[config.mk]
export PLATFORM = sky130hd
export DESIGN_NAME = uart_rx_shift
export DESIGN_NICKNAME = d
export VERILOG_FILES = /design/src/rtl/uart_rx_shift.sv
export SDC_FILE = /design/constraint.sdc
export NUM_CORES = 1
export LEC_CHECK = 0
export CORE_MARGIN = 2
export CORE_UTILIZATION = 55
export DETAILED_ROUTE_END_ITERATION = 16
export PLACE_DENSITY_LB_ADDON = 0.12
export SYNTH_ARGS = -nofsm -noshare
export SYNTH_HDL_FRONTEND = slang
export SYNTH_SLANG_ARGS = --single-unit
[constraint.sdc]
create_clock -name bclk_in -period 2.4 [get_ports bclk_in]
set_input_delay 0.72 -clock bclk_in [delete_from_list [all_inputs] [get_ports bclk_in]]
set_output_delay 0.72 -clock bclk_in [all_outputs]
set_load 0.01 [all_outputs]
[src/rtl/uart_rx_shift.sv]
// UART receive shift engine: oversamples the RX line, validates the start bit,
// assembles a 5..8 bit character and reports parity/framing/break status.
module uart_rx_shift (
    input  logic       bclk_in,
    input  logic       rstn_in,
    input  logic       enable_in,
    input  logic       serial_in,
    input  logic       osm_sel_in,
    input  logic [1:0] wls_in,
    input  logic       pen_in,
    input  logic       esp_in,
    input  logic       sp_in,
    input  logic       stb_in,
    output logic [7:0] rbr_out,
    output logic       rx_valid_out,
    output logic       pe_out,
    output logic       fe_out,
    output logic       bi_out,
    output logic       busy_out
);

    typedef enum logic [2:0] {
        ST_IDLE,
        ST_START,
        ST_DATA,
        ST_PARITY,
        ST_STOP
    } state_t;

    state_t     state_q, state_d;

    logic       sync1_q;
    logic       rxs_q;
    logic       rxd_q;

    logic [3:0] cnt_q, cnt_d;
    logic [2:0] bitcnt_q, bitcnt_d;
    logic [7:0] shreg_q, shreg_d;
    logic       dxor_q, dxor_d;
    logic       pbit_q, pbit_d;
    logic       zero_q, zero_d;

    logic       osm_q, osm_d;
    logic [1:0] wls_q, wls_d;
    logic       pen_q, pen_d;
    logic       esp_q, esp_d;
    logic       sp_q, sp_d;

    logic [7:0] rbr_q, rbr_d;
    logic       valid_q, valid_d;
    logic       pe_q, pe_d;
    logic       fe_q, fe_d;
    logic       bi_q, bi_d;

    logic [3:0] bit_last;
    logic [3:0] start_last;
    logic [2:0] data_last;
    logic       bit_tick;
    logic       start_edge;

    // Only the first stop bit is ever checked, so the stop-bit count has no effect here.
    logic       unused_stb;
    assign unused_stb = stb_in;

    function automatic logic parity_err(input logic pen, input logic sp, input logic esp,
                                        input logic data_xor, input logic pbit);
        if (!pen) begin
            return 1'b0;
        end
        if (sp) begin
            return pbit ^ ~esp;
        end
        return data_xor ^ pbit ^ ~esp;
    endfunction

    always_ff @(posedge bclk_in or negedge rstn_in) begin
        if (!rstn_in) begin
            sync1_q <= 1'b1;
            rxs_q   <= 1'b1;
            rxd_q   <= 1'b1;
        end else begin
            sync1_q <= serial_in;
            rxs_q   <= sync1_q;
            rxd_q   <= rxs_q;
        end
    end

    assign bit_last   = osm_q ? 4'd12 : 4'd15;
    // The edge-detect cycle is sample 0, so the counter trails the sample index by one.
    assign start_last = osm_q ? 4'd5 : 4'd6;
    assign data_last  = {1'b1, wls_q};
    assign bit_tick   = (cnt_q == bit_last);
    assign start_edge = rxd_q & ~rxs_q;

    always_comb begin
        state_d  = state_q;
        cnt_d    = cnt_q + 4'd1;
        bitcnt_d = bitcnt_q;
        shreg_d  = shreg_q;
        dxor_d   = dxor_q;
        pbit_d   = pbit_q;
        zero_d   = zero_q;
        osm_d    = osm_q;
        wls_d    = wls_q;
        pen_d    = pen_q;
        esp_d    = esp_q;
        sp_d     = sp_q;
        rbr_d    = rbr_q;
        valid_d  = 1'b0;
        pe_d     = pe_q;
        fe_d     = fe_q;
        bi_d     = bi_q;

        if (!enable_in) begin
            state_d = ST_IDLE;
            cnt_d   = 4'd0;
        end else begin
            unique case (state_q)
                ST_IDLE: begin
                    cnt_d = 4'd0;
                    if (start_edge) begin
                        state_d  = ST_START;
                        bitcnt_d = 3'd0;
                        shreg_d  = 8'h00;
                        dxor_d   = 1'b0;
                        pbit_d   = 1'b0;
                        zero_d   = 1'b1;
                        osm_d    = osm_sel_in;
                        wls_d    = wls_in;
                        pen_d    = pen_in;
                        esp_d    = esp_in;
                        sp_d     = sp_in;
                    end
                end
                ST_START: begin
                    if (cnt_q == start_last) begin
                        cnt_d   = 4'd0;
                        state_d = rxs_q ? ST_IDLE : ST_DATA;
                    end
                end
                ST_DATA: begin
                    if (bit_tick) begin
                        cnt_d             = 4'd0;
                        shreg_d[bitcnt_q] = rxs_q;
                        dxor_d            = dxor_q ^ rxs_q;
                        zero_d            = zero_q & ~rxs_q;
                        if (bitcnt_q == data_last) begin
                            state_d = pen_q ? ST_PARITY : ST_STOP;
                        end else begin
                            bitcnt_d = bitcnt_q + 3'd1;
                        end
                    end
                end
                ST_PARITY: begin
                    if (bit_tick) begin
                        cnt_d   = 4'd0;
                        pbit_d  = rxs_q;
                        zero_d  = zero_q & ~rxs_q;
                        state_d = ST_STOP;
                    end
                end
                ST_STOP: begin
                    if (bit_tick) begin
                        cnt_d   = 4'd0;
                        state_d = ST_IDLE;
                        valid_d = 1'b1;
                        rbr_d   = shreg_q;
                        fe_d    = ~rxs_q;
                        bi_d    = zero_q & ~rxs_q;
                        pe_d    = parity_err(pen_q, sp_q, esp_q, dxor_q, pbit_q);
                    end
                end
                default: begin
                    state_d = ST_IDLE;
                end
            endcase
        end
    end

    always_ff @(posedge bclk_in or negedge rstn_in) begin
        if (!rstn_in) begin
            state_q <= ST_IDLE;
        end else begin
            state_q <= state_d;
        end
    end

    always_ff @(posedge bclk_in or negedge rstn_in) begin
        if (!rstn_in) begin
            cnt_q    <= 4'd0;
            bitcnt_q <= 3'd0;
            shreg_q  <= 8'h00;
            dxor_q   <= 1'b0;
            pbit_q   <= 1'b0;
            zero_q   <= 1'b1;
            osm_q    <= 1'b0;
            wls_q    <= 2'b00;
            pen_q    <= 1'b0;
            esp_q    <= 1'b0;
            sp_q     <= 1'b0;
            rbr_q    <= 8'h00;
            valid_q  <= 1'b0;
            pe_q     <= 1'b0;
            fe_q     <= 1'b0;
            bi_q     <= 1'b0;
        end else begin
            cnt_q    <= cnt_d;
            bitcnt_q <= bitcnt_d;
            shreg_q  <= shreg_d;
            dxor_q   <= dxor_d;
            pbit_q   <= pbit_d;
            zero_q   <= zero_d;
            osm_q    <= osm_d;
            wls_q    <= wls_d;
            pen_q    <= pen_d;
            esp_q    <= esp_d;
            sp_q     <= sp_d;
            rbr_q    <= rbr_d;
            valid_q  <= valid_d;
            pe_q     <= pe_d;
            fe_q     <= fe_d;
            bi_q     <= bi_d;
        end
    end

    assign rbr_out      = rbr_q;
    assign rx_valid_out = valid_q;
    assign pe_out       = pe_q;
    assign fe_out       = fe_q;
    assign bi_out       = bi_q;
    assign busy_out     = (state_q != ST_IDLE);

endmodule

==> metrics.txt <==
share of layout cells above drive strength 1 17.87%; Post-Route Skew 0.005013 ns; Yosys reg bits 42; ys async rst share 100.0%; die area 4187 sq um; CTS Hold Bufs 0; warnings from Yosys 0; Tot GR Track Use 20.94%; Max-slew headroom 67.78%; fin crit period 2.294 ns; clk_lat worst skew 0.29 ns; chip height 64.71 um; met2 usage 31.96%; io pins 24; area growth from synthesis to final layout 17.78%; CTS clk-pin slew, worst paths 0.07 ns; ANT cells 0; htree depth 2; Worst Setup Path Type reg -> out; Detail Route Antenna Nets 0; pre-CTS WS 0.05734 ns; Final Core Density 66.20%; Detailed Route WL 3863 um; first-pass GRT wire length 6561 um; final count of negative-setup-slack endpoints 0; Worst setup SP type register; Netlist cell types 44; Num CTS Buffers 5; fmax 0.4359 GHz; Core Footprint 3606 sq um; setup TNS 0 ns; TritonCTS clock tree done; DR WL/cell 15.15 um; unrepaired setup endpoints after global routing false; HP Start sync1_q; Final #Nets 219; Post-Synthesis Cell Area 2027 sq um; Register-to-Register Path Depth 5; Rows 22; total grt overflow 0; DR pass1 iterations 4; Leakage 1.090 nW; Power Dens Cells 557.8 nW/um^2; crit share post-route 95.58%; fill count 287; Final WS setup 0.1061 ns; HPWL Detailed 2893 um; Hold Path Cell Cnt 0; Clock Tree Buf Depth 2; max-capacitance violation count 0; # Post-CTS Setup Buffers 0; largest net degree at the start of global routing 23; Synth Instances 181; number of synthesized flops with an enable pin 0; Synthesized Nets 194; CTS Sinks 42; Resize count post-CTS 0; post-synthesis sequential area ratio 52.10%; Worst Setup End Kind primary output; Initial Util 56.21%; grt peak-use layer met2; worst min-delay path class reg -> reg; M3 GR Usage 5.729%; reg2reg end shreg_q[2]; Critical Path AT 1.57 ns; top_reg_cell synth dfrtp_1; Hold Fails Final Rpt 0; met1 GRT Util 27.98%; Worst Tran Pin Value 0.4832 ns; vias per cell 5.847; die width 64.71 um; status completed; number of global-route vias before repair 1403; Max Slew Vio Count 0; VDD IR max 0.4615 mV; Required @ worst endpoint 1.68 ns; RR Startpoint cnt_q[0]; initial antenna violation count 0; routability cong. 0.8747; setup slack, reg-to-reg 0.45 ns; clock root cell clkbuf_8; hold endpoint rxs_q; total number of vias 1491; DRC 0; port bufs 22; 1st-iter DRT viols 77; Avg Cell Area, Syn 11.20 sq um; critical-path maximum fanout 12
-- cells in the mapped netlist (3+ instances only) --
master	n	area share [%]
nand4_1	4	1.2
a21oi_1	4	0.99
nor2b_1	8	2.5
o21ai_0	13	3.2
o211ai_1	4	1.5
nand3_1	3	0.74
buf_2	4	0.99
mux2i_1	3	1.5
xnor2_1	5	2.2
dfstp_2	4	5.2
nand2b_1	3	0.93
nor2_1	13	2.4
a32o_1	3	1.5
mux2_2	12	6.7
o211a_1	3	1.5
inv_1	5	0.93
nand2_1	16	3.0
dfrtp_1	38	47
mux2_4	3	2.2
-- area by class of cell --
type / instances / area [sq um] / share of cell area (%)
clock buffers: 8 / 90.09 / 3.774
inverters: 5 / 18.77 / 0.7862
multi-input cells: 125 / 897.1 / 37.58
flip-flops and latches: 42 / 1056 / 44.23
well taps: 48 / 60.06 / 2.516
repair buffers: 27 / 265.3 / 11.11
-- stage by stage --
stage                     total power [mW]  cells  area (sq um)  hold WS [ns]
after floorplan                     0.8381    181          2027        0.3452
after global placement              0.8876    247          2297        0.3473
after detailed placement            0.8966    247          2297        0.3472
after CTS                            1.350    255          2387        0.3576
after global routing                 1.403    255          2387        0.3659
final                                1.332    255          2387        0.3572
-- cells in the final DEF, fill, tap and decap left out, types with 2 or more instances in the layout --
master	Yosys	routed
xnor2_1	5	5
nand3b_1	2	2
a21oi_1	4	4
nor2_1	13	13
dfstp_2	4	4
inv_1	5	5
nand3_1	3	3
nand2b_1	3	3
nor3b_1	2	2
o211ai_1	4	4
buf_4	0	4
nor4_1	2	2
clkbuf_1	2	2
clkbuf_8	0	6
and3b_1	2	2
ha_1	2	2
mux2_2	12	12
o211a_1	3	3
clkdlybuf4s50_1	0	21
a32o_1	3	3
dfrtp_1	38	38
nor2b_1	8	8
nand2_1	16	16
mux2_4	3	3
o31ai_1	2	2
mux2i_1	3	3
o21ai_0	13	13
nand4_1	4	4
-- report_power, final --
group | total, mW | internal, mW | switching (mW)
clock | 0.450 | 0.234 | 0.216
combinational | 0.116 | 0.0622 | 0.0534
sequential | 0.766 | 0.738 | 0.0273
-- routing by layer --
layer | part of all wire (%) | routed length (um) | up-vias
li1 | - | - | 699
met1 | 46 | 1770 | 751
met2 | 48 | 1856 | 36
met3 | 4.5 | 173 | 5
met4 | 1.6 | 63 | 0
met5 | 0 | 0 | -
-- state kept, by name, summed over array words and instances, names as in the netlist, 2 cells and up --
name      count
cnt_q         4
state_q       3
rbr_out       8
bitcnt_q      3
shreg_q       8
wls_q         2
-- critical path, cell delays in order, from the launching register on --
cell             delay (ns)
dfrtp_1                0.54
nor2_1                 0.12
nand2_1                0.10
clkdlybuf4s50_1        0.53
-- worst max path at each step --
| stage | startpoint | cells past startpoint | endpoint | slack, ns |
|---|---|---|---|---|
| after floorplan | enable_in | 5 | shreg_q[0] | 0.55 |
| after global placement | enable_in | 5 | shreg_q[2] | 0.10 |
| after detailed placement | enable_in | 5 | shreg_q[2] | 0.06 |
| after CTS | state_q[0] | 3 | busy_out | 0.11 |
| after global routing | state_q[0] | 3 | busy_out | 0.07 |
| final | state_q[0] | 3 | busy_out | 0.11 |
-- cell families after synthesis --
logic type / count (synthesis) / synth area share, %
adder cells (fa/ha/maj): 2 / 1.234
AND/OR/NAND/NOR: 62 / 16.85
multiplexers: 18 / 10.37
XOR/XNOR: 6 / 2.593
AO/OA/AOI/OAI: 37 / 13.21
buffers and inverters: 14 / 3.642
flip-flops: 42 / 52.10
Note: power is estimated with default switching activity, not from simulation.
